**src/rtl/i2c_tgt_pkg.sv**
```systemverilog
// Shared state encoding, register map and read-mux helper for the I2C temperature target.
package i2c_tgt_pkg;

  localparam int unsigned BYTE_W = 8;
  localparam int unsigned TEMP_W = 13;
  localparam int unsigned ADDR_W = 7;
  localparam int unsigned CNT_W  = 4;

  localparam logic [BYTE_W-1:0] REG_TEMP_MSB = 8'h00;
  localparam logic [BYTE_W-1:0] REG_TEMP_LSB = 8'h01;
  localparam logic [BYTE_W-1:0] REG_STATUS   = 8'h02;
  localparam logic [BYTE_W-1:0] REG_CONFIG   = 8'h03;
  localparam logic [BYTE_W-1:0] REG_ID       = 8'h0B;
  localparam logic [BYTE_W-1:0] ID_DEFAULT   = 8'hCB;

  typedef enum logic [3:0] {
    IDLE,
    ADDR,
    ADDR_ACK,
    WR_PTR,
    WR_ACK,
    WR_DATA,
    DATA_ACK,
    RD_DATA,
    RD_ACK
  } tgt_state_e;

  // Read value of the register selected by the pointer.
  function automatic logic [BYTE_W-1:0] reg_read(
    input logic [BYTE_W-1:0] ptr,
    input logic [TEMP_W-1:0] snap,
    input logic [BYTE_W-1:0] cfg,
    input logic [BYTE_W-1:0] id
  );
    logic [BYTE_W-1:0] val;
    case (ptr)
      REG_TEMP_MSB: val = snap[TEMP_W-1:5];
      REG_TEMP_LSB: val = {snap[4:0], 3'b000};
      REG_STATUS:   val = '0;
      REG_CONFIG:   val = cfg;
      REG_ID:       val = id;
      default:      val = '0;
    endcase
    return val;
  endfunction

endpackage

```
**src/rtl/i2c_bus_cond.sv**
```systemverilog
// SCL/SDA synchroniser with registered edge/START/STOP pulses.
// Define I2C_FILTER_EN to add a 3-sample agreement glitch filter after the synchroniser.
module i2c_bus_cond #(
  parameter int unsigned SYNC_STAGES = 2
) (
  input  logic clk,
  input  logic rst,
  input  logic scl_i,
  input  logic sda_i,
  output logic sda_o,
  output logic scl_rise_o,
  output logic scl_fall_o,
  output logic start_o,
  output logic stop_o
);

  logic [SYNC_STAGES-1:0] scl_sync_q;
  logic [SYNC_STAGES-1:0] sda_sync_q;
  logic                   scl_s;
  logic                   sda_s;
  logic                   scl_l;
  logic                   sda_l;
  logic                   scl_prev_q;
  logic                   sda_prev_q;
  logic                   sda_q;
  logic                   scl_rise_q;
  logic                   scl_fall_q;
  logic                   start_q;
  logic                   stop_q;

  // Idle bus is high, so sync flops reset high to avoid spurious edges.
  always_ff @(posedge clk) begin
    if (rst) begin
      scl_sync_q <= '1;
      sda_sync_q <= '1;
    end else begin
      scl_sync_q <= {scl_sync_q[SYNC_STAGES-2:0], scl_i};
      sda_sync_q <= {sda_sync_q[SYNC_STAGES-2:0], sda_i};
    end
  end

  assign scl_s = scl_sync_q[SYNC_STAGES-1];
  assign sda_s = sda_sync_q[SYNC_STAGES-1];

`ifdef I2C_FILTER_EN
  logic [1:0] scl_h_q;
  logic [1:0] sda_h_q;
  logic       scl_f_q;
  logic       sda_f_q;

  always_ff @(posedge clk) begin
    if (rst) begin
      scl_h_q <= '1;
      sda_h_q <= '1;
      scl_f_q <= 1'b1;
      sda_f_q <= 1'b1;
    end else begin
      scl_h_q <= {scl_h_q[0], scl_s};
      sda_h_q <= {sda_h_q[0], sda_s};
      scl_f_q <= scl_l;
      sda_f_q <= sda_l;
    end
  end

  // Level follows the input only once three consecutive samples agree.
  always_comb begin
    scl_l = scl_f_q;
    sda_l = sda_f_q;
    if (scl_s == scl_h_q[0] && scl_s == scl_h_q[1]) scl_l = scl_s;
    if (sda_s == sda_h_q[0] && sda_s == sda_h_q[1]) sda_l = sda_s;
  end
`else
  assign scl_l = scl_s;
  assign sda_l = sda_s;
`endif

  always_ff @(posedge clk) begin
    if (rst) begin
      scl_prev_q <= 1'b1;
      sda_prev_q <= 1'b1;
      sda_q      <= 1'b1;
      scl_rise_q <= 1'b0;
      scl_fall_q <= 1'b0;
      start_q    <= 1'b0;
      stop_q     <= 1'b0;
    end else begin
      scl_prev_q <= scl_l;
      sda_prev_q <= sda_l;
      sda_q      <= sda_l;
      scl_rise_q <= scl_l & ~scl_prev_q;
      scl_fall_q <= ~scl_l & scl_prev_q;
      start_q    <= scl_l & scl_prev_q & sda_prev_q & ~sda_l;
      stop_q     <= scl_l & scl_prev_q & ~sda_prev_q & sda_l;
    end
  end

  assign sda_o      = sda_q;
  assign scl_rise_o = scl_rise_q;
  assign scl_fall_o = scl_fall_q;
  assign start_o    = start_q;
  assign stop_o     = stop_q;

endmodule

```
**src/rtl/i2c_temp_target.sv**
```systemverilog
// I2C target emulating an ADT7420 temperature sensor (temp, status, config, ID registers).
// Optional I2C_FILTER_EN macro enables the bus glitch filter in i2c_bus_cond.
module i2c_temp_target
  import i2c_tgt_pkg::*;
#(
  parameter logic [ADDR_W-1:0] DEV_ADDR    = 7'h4B,
  parameter logic [BYTE_W-1:0] ID_VAL      = ID_DEFAULT,
  parameter int unsigned       SYNC_STAGES = 2
) (
  input  logic              clk,
  input  logic              rst,
  input  logic              scl_i,
  input  logic              sda_i,
  output logic              sda_oe,
  input  logic [TEMP_W-1:0] temp_in,
  output logic [BYTE_W-1:0] cfg_out,
  output logic              busy,
  output logic              rd_strobe
);

  localparam logic [CNT_W-1:0] RX_DONE = CNT_W'(BYTE_W);
  localparam logic [CNT_W-1:0] TX_LAST = CNT_W'(BYTE_W - 1);

  logic              sda_s;
  logic              scl_rise;
  logic              scl_fall;
  logic              start_det;
  logic              stop_det;
  logic [BYTE_W-1:0] rd_byte;

  tgt_state_e        state_q, state_d;
  logic [CNT_W-1:0]  cnt_q, cnt_d;
  logic [BYTE_W-1:0] shift_q, shift_d;
  logic [BYTE_W-1:0] ptr_q, ptr_d;
  logic [BYTE_W-1:0] cfg_q, cfg_d;
  logic [TEMP_W-1:0] snap_q, snap_d;
  logic              rw_q, rw_d;
  logic              busy_q, busy_d;
  logic              sda_oe_q, sda_oe_d;
  logic              rd_strobe_q, rd_strobe_d;

  i2c_bus_cond #(
    .SYNC_STAGES(SYNC_STAGES)
  ) u_bus_cond (
    .clk        (clk),
    .rst        (rst),
    .scl_i      (scl_i),
    .sda_i      (sda_i),
    .sda_o      (sda_s),
    .scl_rise_o (scl_rise),
    .scl_fall_o (scl_fall),
    .start_o    (start_det),
    .stop_o     (stop_det)
  );

  assign rd_byte = reg_read(ptr_q, snap_q, cfg_q, ID_VAL);

  always_ff @(posedge clk) begin
    if (rst) begin
      state_q     <= IDLE;
      cnt_q       <= '0;
      shift_q     <= '0;
      ptr_q       <= REG_TEMP_MSB;
      cfg_q       <= '0;
      snap_q      <= '0;
      rw_q        <= 1'b0;
      busy_q      <= 1'b0;
      sda_oe_q    <= 1'b0;
      rd_strobe_q <= 1'b0;
    end else begin
      state_q     <= state_d;
      cnt_q       <= cnt_d;
      shift_q     <= shift_d;
      ptr_q       <= ptr_d;
      cfg_q       <= cfg_d;
      snap_q      <= snap_d;
      rw_q        <= rw_d;
      busy_q      <= busy_d;
      sda_oe_q    <= sda_oe_d;
      rd_strobe_q <= rd_strobe_d;
    end
  end

  // Receive states shift on SCL rise; every SDA drive change happens on SCL fall.
  always_comb begin
    state_d     = state_q;
    cnt_d       = cnt_q;
    shift_d     = shift_q;
    ptr_d       = ptr_q;
    cfg_d       = cfg_q;
    snap_d      = snap_q;
    rw_d        = rw_q;
    busy_d      = busy_q;
    sda_oe_d    = sda_oe_q;
    rd_strobe_d = 1'b0;

    if (stop_det) begin
      state_d  = IDLE;
      sda_oe_d = 1'b0;
      busy_d   = 1'b0;
    end else if (start_det) begin
      state_d  = ADDR;
      cnt_d    = '0;
      sda_oe_d = 1'b0;
    end else begin
      case (state_q)
        IDLE: begin
          state_d = IDLE;
        end
        ADDR, WR_PTR, WR_DATA: begin
          if (scl_rise) begin
            shift_d = {shift_q[BYTE_W-2:0], sda_s};
            cnt_d   = cnt_q + CNT_W'(1);
          end else if (scl_fall && cnt_q == RX_DONE) begin
            cnt_d = '0;
            if (state_q == ADDR) begin
              if (shift_q[BYTE_W-1:1] == DEV_ADDR) begin
                state_d  = ADDR_ACK;
                sda_oe_d = 1'b1;
                rw_d     = shift_q[0];
                busy_d   = 1'b1;
                if (shift_q[0]) snap_d = temp_in;
              end else begin
                state_d = IDLE;
              end
            end else if (state_q == WR_PTR) begin
              ptr_d    = shift_q;
              state_d  = WR_ACK;
              sda_oe_d = 1'b1;
            end else begin
              if (ptr_q == REG_CONFIG) cfg_d = shift_q;
              ptr_d    = ptr_q + BYTE_W'(1);
              state_d  = DATA_ACK;
              sda_oe_d = 1'b1;
            end
          end
        end
        ADDR_ACK: begin
          if (scl_fall) begin
            cnt_d = '0;
            if (rw_q) begin
              state_d  = RD_DATA;
              shift_d  = rd_byte;
              sda_oe_d = ~rd_byte[BYTE_W-1];
            end else begin
              state_d  = WR_PTR;
              sda_oe_d = 1'b0;
            end
          end
        end
        WR_ACK, DATA_ACK: begin
          if (scl_fall) begin
            state_d  = WR_DATA;
            cnt_d    = '0;
            sda_oe_d = 1'b0;
          end
        end
        RD_DATA: begin
          if (scl_fall) begin
            if (cnt_q == TX_LAST) begin
              state_d  = RD_ACK;
              cnt_d    = '0;
              sda_oe_d = 1'b0;
            end else begin
              cnt_d    = cnt_q + CNT_W'(1);
              shift_d  = {shift_q[BYTE_W-2:0], 1'b0};
              sda_oe_d = ~shift_q[BYTE_W-2];
            end
          end
        end
        RD_ACK: begin
          // cnt_q != 0 marks an ACK seen; the next byte is loaded on the following fall.
          if (scl_rise) begin
            ptr_d = ptr_q + BYTE_W'(1);
            if (sda_s) begin
              state_d = IDLE;
            end else begin
              rd_strobe_d = 1'b1;
              cnt_d       = CNT_W'(1);
            end
          end else if (scl_fall && cnt_q != '0) begin
            state_d  = RD_DATA;
            cnt_d    = '0;
            shift_d  = rd_byte;
            sda_oe_d = ~rd_byte[BYTE_W-1];
          end
        end
        default: begin
          state_d  = IDLE;
          sda_oe_d = 1'b0;
        end
      endcase
    end
  end

  assign sda_oe    = sda_oe_q;
  assign cfg_out   = cfg_q;
  assign busy      = busy_q;
  assign rd_strobe = rd_strobe_q;

endmodule
```
**config.mk**
```make
export PLATFORM = sky130hd
export DESIGN_NAME = i2c_temp_target
export DESIGN_NICKNAME = d
export VERILOG_FILES = /design/src/rtl/i2c_tgt_pkg.sv /design/src/rtl/i2c_bus_cond.sv /design/src/rtl/i2c_temp_target.sv
export SDC_FILE = /design/constraint.sdc
export NUM_CORES = 1
export LEC_CHECK = 0
export BUFFER_PORTS_ARGS = -buffer_cell sky130_fd_sc_hd__buf_4
export CORE_MARGIN = 5
export CORE_UTILIZATION = 40
export CTS_CLUSTER_DIAMETER = 150
export DETAILED_ROUTE_END_ITERATION = 16
export GPL_TIMING_DRIVEN = 0
export PLACE_DENSITY = 0.69
export SETUP_SLACK_MARGIN = 0.02
export SLEW_MARGIN = 20
export SYNTH_ARGS = -nofsm -noshare
export SYNTH_HDL_FRONTEND = slang
export SYNTH_SLANG_ARGS = --single-unit
export TNS_END_PERCENT = 20
```
**constraint.sdc**
```tcl
create_clock -name clk -period 3.7 [get_ports clk]
set_input_delay 0.555 -clock clk [delete_from_list [all_inputs] [get_ports clk]]
set_output_delay 0.555 -clock clk [all_outputs]
set_load 0.03 [all_outputs]
```
# Word-level counts from Yosys, hierarchy flattened
# Cells that the tools add are included.
dict set report op_classes {
  reduce_logical 24
  mux 53
  n_addsub 2
  n_eq_ne 41
  bitwise 20
}
# op n
set ops {}
lappend ops {{$mux W8} 12}
lappend ops {{$mux W4} 19}
lappend ops {{$pmux W8 S4} 2}
lappend ops {{$reduce_and A8 Y1} 4}
lappend ops {{$reduce_and A7 Y1} 3}
lappend ops {{$eq A4 B3 Y1 const B} 5}
lappend ops {{$pmux W4 S5} 1}
lappend ops {{$ne A2 B2 Y1 const B} 8}
lappend ops {{$pmux W4 S4} 1}
lappend ops {{$pmux W8 S2} 1}
lappend ops {{$mux W1} 13}
lappend ops {{$not A1 Y1} 13}
lappend ops {{$ne A3 B1 Y1 const B} 4}
lappend ops {{$ne A3 B2 Y1 const B} 4}
lappend ops {{$ne A2 B1 Y1 const B} 5}
lappend ops {{$reduce_and A10 Y1} 1}
lappend ops {{$reduce_and A9 Y1} 1}
lappend ops {{$reduce_or A3 Y1} 3}
lappend ops {{$add A8 B1 Y8 const B} 1}
lappend ops {{$eq A4 B2 Y1 const B} 2}
lappend ops {{$eq A4 B4 Y1 const B} 2}
lappend ops {{$eq A8 B1 Y1 const B} 1}
lappend ops {{$eq A8 B2 Y1 const B} 1}
lappend ops {{$eq A8 B4 Y1 const B} 1}
lappend ops {{20 further kinds} 32}
dict set report totals {
  elab_cells 159
  register_bits 59
  output_inout_bits 11
  in_bits 17
}

# Depth between registers and ports, before layout
dict set report depth {
  word_depth 7
  mapped_depth 8
  mapped_depth_nobuf 7
}

# By module
# A second synthesis with hierarchy kept.
dict set report unflattened {
  cells_unflattened 382
  hier_area_um2 3238.1
}
# mod cells_each n_inst area_per_inst_um2 seq_area_each_um2
set by_module_without_submodules {}
lappend by_module_without_submodules {i2c_temp_target 360 1 2937.8 980.9}
lappend by_module_without_submodules {i2c_bus_cond 22 1 300.3 200.2}

# Least setup slack after synthesis
# Ideal clock, no wire load.
dict set report synth_path {
  path_kind {reg-to-reg}
  start {reg state_q[3]}
  end {reg ptr_q[0]}
  path_stages_with_launch 8
  synth_period_minus_slack_ps 2166
  setup_ps 74
  required_time_ps 3626
  path_slack_ps 1534
  arrival_time_ps 2092
  path_buffers 2
  path_cell_list {dfxtp_1 buf_6 nand2b_1 buf_6 or4_4 a221o_1 or3_1 a31oi_1}
}
dict set report synth_between {
  elab_chain_cells 6
  word_cells_on_any_way 16
  classes_between {8 x eq/ne; 5 x mux; 3 x reduce/logical}
}
# element line_no
set synth_lines {}
lappend synth_lines {{from (decl)} i2c_temp_target.sv:31} ;# tgt_state_e state_q, state_d;
lappend synth_lines {{from (signal assigned)} i2c_temp_target.sv:71} ;# state_q <= state_d;
lappend synth_lines {{$eq A4 B2 Y1} {i2c_temp_target.sv:106, i2c_temp_target.sv:126}}
lappend synth_lines {{$mux W8} i2c_temp_target.sv:126} ;# end else if (state_q == WR_PTR) begin
lappend synth_lines {{$mux W8} i2c_temp_target.sv:116} ;# if (state_q == ADDR) begin
lappend synth_lines {{$mux W8} i2c_temp_target.sv:114} ;# end else if (scl_fall && cnt_q == RX_DONE) begin
lappend synth_lines {{$mux W8} i2c_temp_target.sv:111} ;# if (scl_rise) begin
lappend synth_lines {{$pmux W8 S2} i2c_temp_target.sv:106} ;# case (state_q)
lappend synth_lines {{to (signal assigned)} i2c_temp_target.sv:74} ;# ptr_q <= ptr_d;
lappend synth_lines {{to (decl)} i2c_temp_target.sv:34} ;# logic [BYTE_W-1:0] ptr_q, ptr_d;
# Several ways; a longest one is shown, not always the timed one. The select of a mux whose other input is x is not followed.
# A chain may end at the register's enable or synchronous reset.

# Worst setup path in the final report
# Ends and elaborated chain as after synthesis.

==> summary.txt <==
Synth Warn # - 0
Diode count - 0
Setup total negative slack - 0 ps
Clk_skew - 10.7 ps
Final cell count without fillers - 521
Final period util - 0.764
Worst Path Max Fanout - 10
Slew HR - 0.249
Buffers on Ports - 26
DP Wirelength - 6.11 mm
Clock share of power - 0.324
Switching power - 662 uW
CP Capture Type - flip-flop
CTS tree - done
Synthesized area - 3200 um2
Row cnt - 32
Dpl ws - 974 ps
Cell Chain, Critical Path - buf_6, nor4b_1, nand2_1, a221o_1, or3_1, a31oi_1
Layout cell share with drive strength beyond 1 - 0.141
Min setup slack post-route - 872 ps
Placed cells - 505
Maxcap violations - 0
Avg Inst Size Synth - 8.49 um2
Hold WC Path Type - in -> reg
Die W - 99.5 um
F_max - 0.354 GHz
Gr usage total - 0.175
Overflow after GRT - 0
EDFF count, synth - 0
Worst path max stage delay - 890 ps
RSZ-0062 raised after global routing - false
Ranking of synthesized cells by area - dfxtp_1 37%, mux2i_1 8.1%, nor2_1 4.8%
Sequential share of the synthesized area - 0.369
Status - finished clean
Final setup viols - 0
Layout Cell Area excl Fill - 3720 um2
# hold bufs at CTS - 0
Worst-Skew Late Latency - 350 ps
Net count after synthesis - 399
Number of global-route vias before repair - 2908
Worst-Margin Slew - 1110 ps
Gpl congestion - 0.860
Clk slew on worst S/H paths - 70 ps
P_leak - 0.00138 uW
Share of power burned in registers - 0.389
Unique masters post-synth - 56
Worst vdd ir - 0.000317 V
Clock Path Buffers - 2
Antenna violations before repair - 0
Global-route wire length before repair - 14.1 mm
Post-CTS setup buffers - 0
Via density - 5.98
Pins Over Slew Limit - 0
Final Hold Viols - 0
DP Area - 3520 um2
PwrDens - 498 nW/um2
WP data arrival - 3110 ps
Chip Height - 99.5 um
Post-CTS sizing - 0
Final Util - 0.480
Crit path time final - 2830 ps
Combinational share of power - 0.287
DRC viols - 0
Final-layout fill cell count - 773
Cells after synthesis - 377
Area grow syn2layout - 16.4%
H-tree depth - 3
CTS Sinks - 59
Post-route ant nets - 0
Yosys reg bits - 59
Ports - 28
Sw Ratio - 0.357
Int Power - 1190 uW
Ys async rst share - 0
Area of the core - 7770 um2
Initial drt markers - 253
DR pass1 iterations - 6
Nets@finish - 436
Type of origin of the critical path - flip-flop
Root Buffer - clkbuf_8
Largest net degree at the start of global routing - 13
Initial Util - 0.412
Synth Flop Type - dfxtp_1
Vias - 3115
Slowest cell on crit path - nor4b_1
Top-area cell type share of the netlist area - 0.369
Cell taking the most area after synthesis - dfxtp_1
DRT Wirelength - 8.54 mm
DR WL/cell - 16.4 um
Worst Setup Path Type - reg -> reg
Cts bufs inserted - 9
Die Area - 9890 um2
Worst Path Required - 3980 ps
[cell usage after synthesis, drive strengths merged (2+ instances only)]
| cell | n |
|---|---|
| a2111oi | 3 |
| a211oi | 8 |
| a21boi | 2 |
| a21o | 2 |
| a21oi | 25 |
| a221o | 2 |
| a221oi | 2 |
| a222oi | 5 |
| a22oi | 5 |
| a31oi | 3 |
| and2 | 3 |
| and3 | 5 |
| and4b | 3 |
| buf | 6 |
| clkbuf | 18 |
| dfxtp | 59 |
| ha | 5 |
| inv | 12 |
| mux2i | 26 |
| nand2 | 17 |
| nand2b | 10 |
| nand3 | 7 |
| nand3b | 5 |
| nand4 | 2 |
| nor2 | 41 |
| nor2b | 6 |
| nor3 | 10 |
| nor3b | 8 |
| nor4 | 3 |
| nor4bb | 2 |
| o2111a | 2 |
| o2111ai | 6 |
| o211ai | 9 |
| o21a | 4 |
| o21ai | 20 |
| o22ai | 2 |
| o2bb2ai | 2 |
| o31ai | 3 |
| o41ai | 2 |
| or2 | 8 |
| or3 | 2 |
[path summary, 6_finish.rpt]
kind                                       start  slack (ps)                                  end  cells past startpoint
max                      state_q[3]$_SDFFE_PP0P_         870                ptr_q[0]$_SDFFE_PP0P_                      6
min reg2reg  u_bus_cond.scl_sync_q[0]$_SDFF_PP1_         410  u_bus_cond.scl_sync_q[1]$_SDFF_PP1_                      1
min                                        scl_i         390  u_bus_cond.scl_sync_q[0]$_SDFF_PP1_                      2
max reg2reg              state_q[3]$_SDFFE_PP0P_         870                ptr_q[0]$_SDFFE_PP0P_                      6
[logic make-up after synthesis]
family	count (synthesis)	synth area share
adders and majority gates	5	0.0195
buffers and inverters	36	0.0477
muxes	27	0.0848
xor gates and xnor gates	1	0.00274
DFF	59	0.369
AOI/OAI and AO/OA	113	0.247
and+or+nand+nor	136	0.229
[flip-flops by register name, indices dropped and copies added, names as in the netlist]
| signal | flops |
|---|---|
| u_bus_cond.sda_sync_q | 2 |
| rd_strobe | 1 |
| cnt_q | 4 |
| sda_oe | 1 |
| state_q | 4 |
| u_bus_cond.scl_prev_q | 1 |
| shift_q | 8 |
| rw_q | 1 |
| u_bus_cond.start_o | 1 |
| u_bus_cond.scl_rise_o | 1 |
| u_bus_cond.sda_prev_q | 1 |
| busy | 1 |
| u_bus_cond.scl_fall_o | 1 |
| ptr_q | 8 |
| u_bus_cond.scl_sync_q | 2 |
| cfg_out | 8 |
| u_bus_cond.stop_o | 1 |
| snap_q | 13 |
[critical path, delay by kind of cell, from the launching register on]
kind / cells / cell delay [ps]
compound gates: 2 / 640
buf+inv: 1 / 130
simple gates: 3 / 1640
flops: 1 / 330
[area by class of cell]
cell class	count	area (um2)	area share
Buffer	24	108	0.0289
Multi-Input combinational cell	282	1870	0.501
Sequential cell	59	1180	0.317
Inverter	12	45.0	0.0121
Clock inverter	7	77.6	0.0208
Clock buffer	9	124	0.0333
Tap cell	102	128	0.0343
Timing Repair Buffer	26	195	0.0524
[metal layers]
layer	wire [um]	track usage
met5	0	0
met4	147	0.0924
met3	547	0.0288
met2	3920	0.276
met1	3920	0.229
[power groups by stage]
stage | Combinational (uW) | Sequential (uW) | Clock, uW
floorplan | 399 | 718 | 0
global placement | 508 | 732 | 0
detailed placement | 510 | 733 | 0
CTS | 517 | 719 | 609
global route | 577 | 724 | 641
finish | 533 | 721 | 600
[through the flow]
step | hold WS, ps | power [uW]
2_1_floorplan | 389 | 1120
3_3_place_gp | 397 | 1240
3_5_place_dp | 401 | 1240
4_1_cts | 382 | 1840
5_1_grt | 392 | 1940
6_report | 391 | 1850
[layout by cell type (no fill, tap or decap), types with 12 or more instances in the layout]
cell	n
a21oi_1	25
buf_4	26
clkbuf_1	18
dfxtp_1	59
inv_1	12
mux2i_1	26
nand2_1	17
nor2_1	41
o21ai_0	20
No activity file was read; power rests on OpenSTA's default activity.
